$ cat src/rtl/ps2_scan_ctrl.sv
// PS/2 scan-byte sequencer: strips E0/F0 prefixes, skips E1 pause bytes, filters status codes,
// and queues key events in a FIFO with valid/ready output. Optional PS2_SHIFT_TRACK_EN adds ev_shift.
module ps2_scan_ctrl #(
    parameter int FIFO_DEPTH = 8,
    parameter int TIMEOUT    = 2048,
    parameter int ERR_W      = 8
) (
    input  logic             clk,
    input  logic             rst,
    input  logic [7:0]       byte_in,
    input  logic             byte_vld,
    input  logic             byte_perr,
    output logic [7:0]       ev_code,
    output logic             ev_ext,
    output logic             ev_rel,
`ifdef PS2_SHIFT_TRACK_EN
    output logic             ev_shift,
`endif
    output logic             ev_valid,
    input  logic             ev_ready,
    output logic [ERR_W-1:0] perr_cnt,
    output logic [ERR_W-1:0] ovf_cnt,
    output logic [ERR_W-1:0] tmo_cnt
);
    localparam int PW = $clog2(FIFO_DEPTH);
    localparam int TW = $clog2(TIMEOUT);
`ifdef PS2_SHIFT_TRACK_EN
    localparam int EW = 11;
`else
    localparam int EW = 10;
`endif

    typedef enum logic [2:0] {S_IDLE, S_EXT, S_BRK, S_EXTBRK, S_SKIP} state_t;

    state_t        state_q, state_d;
    logic [2:0]    skip_q, skip_d;
    logic [TW-1:0] tmo_q, tmo_d;
    logic          byte_ok, perr_evt, tmo_fire, ignore_idle;
    logic          push, push_ext, push_rel;
    logic [EW-1:0] ent_in;

    logic [EW-1:0] mem_q [FIFO_DEPTH];
    logic [PW-1:0] wr_q, rd_q;
    logic [PW:0]   cnt_q;
    logic          full, pop, wr_en;

    assign byte_ok     = byte_vld & ~byte_perr;
    assign perr_evt    = byte_vld & byte_perr;
    assign tmo_fire    = ~byte_vld & (state_q != S_IDLE) & (tmo_q == TW'(TIMEOUT - 1));
    // Prefixes and keyboard status replies never produce an event from IDLE.
    assign ignore_idle = byte_in inside {8'hE0, 8'hF0, 8'hE1, 8'hAA, 8'hFA, 8'hFE, 8'hEE, 8'h00, 8'hFF};

    always_ff @(posedge clk or posedge rst) begin
        if (rst) begin
            state_q <= S_IDLE;
            skip_q  <= '0;
            tmo_q   <= '0;
        end else begin
            state_q <= state_d;
            skip_q  <= skip_d;
            tmo_q   <= tmo_d;
        end
    end

    always_comb begin
        state_d = state_q;
        skip_d  = skip_q;
        if (perr_evt || tmo_fire) begin
            state_d = S_IDLE;
        end else if (byte_ok) begin
            case (state_q)
                S_IDLE: begin
                    case (byte_in)
                        8'hE0:   state_d = S_EXT;
                        8'hF0:   state_d = S_BRK;
                        8'hE1: begin
                            state_d = S_SKIP;
                            skip_d  = 3'd7;
                        end
                        default: state_d = S_IDLE;
                    endcase
                end
                S_EXT:   state_d = (byte_in == 8'hF0) ? S_EXTBRK : S_IDLE;
                S_SKIP: begin
                    skip_d = skip_q - 3'd1;
                    if (skip_q == 3'd1) state_d = S_IDLE;
                end
                default: state_d = S_IDLE;
            endcase
        end
        if (byte_vld || state_q == S_IDLE || tmo_fire) tmo_d = '0;
        else                                           tmo_d = tmo_q + 1'b1;
    end

    always_comb begin
        push     = 1'b0;
        push_ext = 1'b0;
        push_rel = 1'b0;
        if (byte_ok) begin
            case (state_q)
                S_IDLE:   push = ~ignore_idle;
                S_EXT: begin
                    push     = (byte_in != 8'hF0);
                    push_ext = 1'b1;
                end
                S_BRK: begin
                    push     = 1'b1;
                    push_rel = 1'b1;
                end
                S_EXTBRK: begin
                    push     = 1'b1;
                    push_ext = 1'b1;
                    push_rel = 1'b1;
                end
                default:  push = 1'b0;
            endcase
        end
    end

`ifdef PS2_SHIFT_TRACK_EN
    logic lsh_q, rsh_q;

    // Flags follow the key even when its event is dropped on overflow.
    always_ff @(posedge clk or posedge rst) begin
        if (rst) begin
            lsh_q <= 1'b0;
            rsh_q <= 1'b0;
        end else if (perr_evt) begin
            lsh_q <= 1'b0;
            rsh_q <= 1'b0;
        end else if (push && !push_ext) begin
            if (byte_in == 8'h12) lsh_q <= ~push_rel;
            if (byte_in == 8'h59) rsh_q <= ~push_rel;
        end
    end

    assign ent_in   = {lsh_q | rsh_q, push_ext, push_rel, byte_in};
    assign ev_shift = mem_q[rd_q][10];
`else
    assign ent_in   = {push_ext, push_rel, byte_in};
`endif

    assign full     = (cnt_q == (PW+1)'(FIFO_DEPTH));
    assign ev_valid = (cnt_q != '0);
    assign pop      = ev_valid & ev_ready;
    assign wr_en    = push & (~full | pop);
    assign {ev_ext, ev_rel, ev_code} = mem_q[rd_q][9:0];

    // When full, the write slot equals the head slot being popped this same cycle.
    always_ff @(posedge clk or posedge rst) begin
        if (rst) begin
            for (int i = 0; i < FIFO_DEPTH; i++) mem_q[i] <= '0;
            wr_q  <= '0;
            rd_q  <= '0;
            cnt_q <= '0;
        end else begin
            if (wr_en) begin
                mem_q[wr_q] <= ent_in;
                wr_q        <= wr_q + 1'b1;
            end
            if (pop) rd_q <= rd_q + 1'b1;
            if (wr_en && !pop)      cnt_q <= cnt_q + 1'b1;
            else if (!wr_en && pop) cnt_q <= cnt_q - 1'b1;
        end
    end

    always_ff @(posedge clk or posedge rst) begin
        if (rst) begin
            perr_cnt <= '0;
            ovf_cnt  <= '0;
            tmo_cnt  <= '0;
        end else begin
            if (perr_evt && perr_cnt != '1)                 perr_cnt <= perr_cnt + 1'b1;
            if (push && full && !pop && ovf_cnt != '1)      ovf_cnt  <= ovf_cnt + 1'b1;
            if (tmo_fire && tmo_cnt != '1)                  tmo_cnt  <= tmo_cnt + 1'b1;
        end
    end
endmodule

$ cat config.mk
export PLATFORM = sky130hd
export DESIGN_NAME = ps2_scan_ctrl
export DESIGN_NICKNAME = d
export VERILOG_FILES = /design/src/rtl/ps2_scan_ctrl.sv
export SDC_FILE = /design/constraint.sdc
export NUM_CORES = 1
export LEC_CHECK = 0
export CAP_MARGIN = 20
export CORE_UTILIZATION = 53
export DETAILED_ROUTE_END_ITERATION = 10
export HOLD_SLACK_MARGIN = 0.08
export PLACE_DENSITY_LB_ADDON = 0.08
export SLEW_MARGIN = 10
export SYNTH_ARGS = -nofsm -noshare
export SYNTH_HDL_FRONTEND = slang
export SYNTH_SLANG_ARGS = --single-unit
export TNS_END_PERCENT = 20
$ cat constraint.sdc
create_clock -name clk -period 13.82 [get_ports clk]
set_input_delay 3.455 -clock clk [delete_from_list [all_inputs] [get_ports clk]]
set_output_delay 3.455 -clock clk [all_outputs]
set_load 0.1 [all_outputs]
==> metrics.yaml <==
clock-sinks: 131
synth_cells: 486
cts_setup_buffers: 0
slew_headroom_pct: 26.3
synth_most_common_cell: "dfrtp_1"
netlist_area_mm2: 0.00649
min_path_type: "reg2reg"
ys_seq_elements: 131
wl_per_cell_um: 19.3
die_w_um: 113
yosys-top-cells-area: "dfrtp_1, mux2_2, mux4_2"
power.leakage_uw: 0.00334
port-buffer-count: 47
p_per_area_mw_per_mm2: 225
nets: 556
tritoncts: "done"
skew_ns: 0.0168
root_buffer: "clkbuf_16"
grt.overflow.total: 0
grt_start_max_net_pins: 82
tightest_slew_ns: 1.11
ff2ff_path_depth: 13
viasPerCell: 5.84
postCtsHoldBufs: 0
async_flop_share_pct: 100
routabilityCongestion: 0.757
worst-setup-path-type: "reg2out"
hold_viol_final: 0
grt_pass1_wl_mm: 21.7
synth_nets: 511
synth_top_cell_area_share_pct: 50.5
timing.hold.ws_ns: 0.481
io_pins: 48
critPathLaunchType: "flop"
dr.pass1.iters: 6
cap_violations: 0
drt_wl_total_mm: 13.3
setup-violations-final: 0
antenna_found_initial: 0
drc: 0
fmax_mhz: 144
grt_pass1_vias: 4142
tns_ns: 0
vias: 4038
fin_crit_ns: 6.94
rsz0062_at_grt: "false"
synth_top_area_cell: "dfrtp_1"
finalMaxSlewViolations: 0
drt_iter0_markers: 189
hpwl_mm: 8.63
syn_avg_cell_area_um2: 13.4
coreArea_mm2: 0.0120
antenna_left: 0
diodes: 0
cts.repair.resized: 0
grtUsageTotal_pct: 23.1
synth-main-ff-cell: "dfrtp_1"
totalPowerFinal_uw: 1720
die_h_um: 113
fin_crit_sh_pct: 50.2
cp_max_fo: 12
clkLatencyLatePin_ns: 0.43
clock_path_buffers: 2
crit_path_end_kind: "output pin"
die_area_mm2: 0.0127
cts-buffers-inserted: 17
fin_cells: 691
cp.arrival_ns: 3.48
holdPathStages: 1
placed_cells: 658
ys_types: 47
synth_common_cells: "dfrtp_1, mux2_2, nor2_1"
synth-edff-count: 0
status: "finished, final reports clean"
cts_htree_levels: 4
drive_above_1_share_pct: 31.6
yosysWarnings: 0
row_count: 40
start_util_pct: 54.3
path_clk_slew_ns: 0.06
peakVddDrop_mv: 0.175
cp.required_ns: 10.36
seq_area_frac_synth_pct: 50.5
area_growth_pct: 17.5
registers in the layout (all words and copies together), names as in the netlist:
name and flops:
tmo_cnt 8, skip_q 3, tmo_q 11, ovf_cnt 8
mem_q 80, rd_q 3, state_q 3, perr_cnt 8
wr_q 3, cnt_q 4
kinds of logic after synthesis:
family | synth area share (%)
compound gates | 2.39
xor+xnor | 4.99
fa+ha+maj | 2.43
buf+inv | 3.08
flops | 50.5
mux | 23.8
simple gates | 12.8
report_power, final:
| part | total (µW) | switching, µW | internal, µW | leakage [µW] |
|---|---|---|---|---|
| combinational | 655 | 390 | 266 | 0.00134 |
| sequential | 605 | 110 | 496 | 0.00172 |
| clock | 455 | 167 | 287 | 0.000281 |
cell type report:
| cell class | instances | area [µm²] |
|---|---|---|
| repair buffers | 50 | 505 |
| multi-input cells | 320 | 3010 |
| inverters | 11 | 43.8 |
| flip-flops and latches | 131 | 3280 |
| clock buffers | 19 | 443 |
| well taps | 147 | 184 |
| fillers | 911 | 4340 |
| clock inverters | 13 | 160 |
worst max-delay path, stage by stage (launching register included):
cell,delay (ns)
dfrtp_1,0.82
buf_4,0.41
mux4_2,0.54
mux2_2,0.32
clkdlybuf4s50_1,0.97
placed cells by master (no fill, tap or decap), drive strengths merged, types with 3 or more instances in the layout:
cell	instances
xor2	12
inv	11
nor3	11
a21oi	4
xnor2	25
o21ai	6
clkbuf	19
clkdlybuf4s50	47
a21o	3
clkinv	5
nor2	32
nor3b	4
bufinv	3
buf	3
mux2	97
mux4	20
nand2	15
clkinvlp	5
nor4	4
ha	11
nand4	27
nand3	16
and2	3
dfrtp	131
nor2b	4
and3	5
per-layer routing:
layer	wire (µm)	GRT usage [%]
met5	0	0
met4	362	12.3
met3	571	5.56
met2	6710	37.8
met1	5660	28.6
through the flow:
step	worst slack [ns]	area, µm²	utilization [%]
CTS	6.81	7610	63.6
floorplan	6.87	6490	-
detailed placement	6.64	7000	58.5
global placement	6.77	7000	58.5
global route	6.73	7630	63.8
finish	6.88	7630	63.8
worst paths after layout:
kind | from | end | slack (ns)
max in group asynchronous | rst | mem_q[61] | 9.14
setup reg to reg | state_q[1] | cnt_q[3] | 10.41
setup / recovery | rd_q[0] | ev_code[5] | 6.88
hold / removal | tmo_q[0] | tmo_q[0] | 0.48
hold reg to reg | tmo_q[0] | tmo_q[0] | 0.48
min in group asynchronous | rst | tmo_q[7] | 3.47
Power figures use the tool's default switching activity.
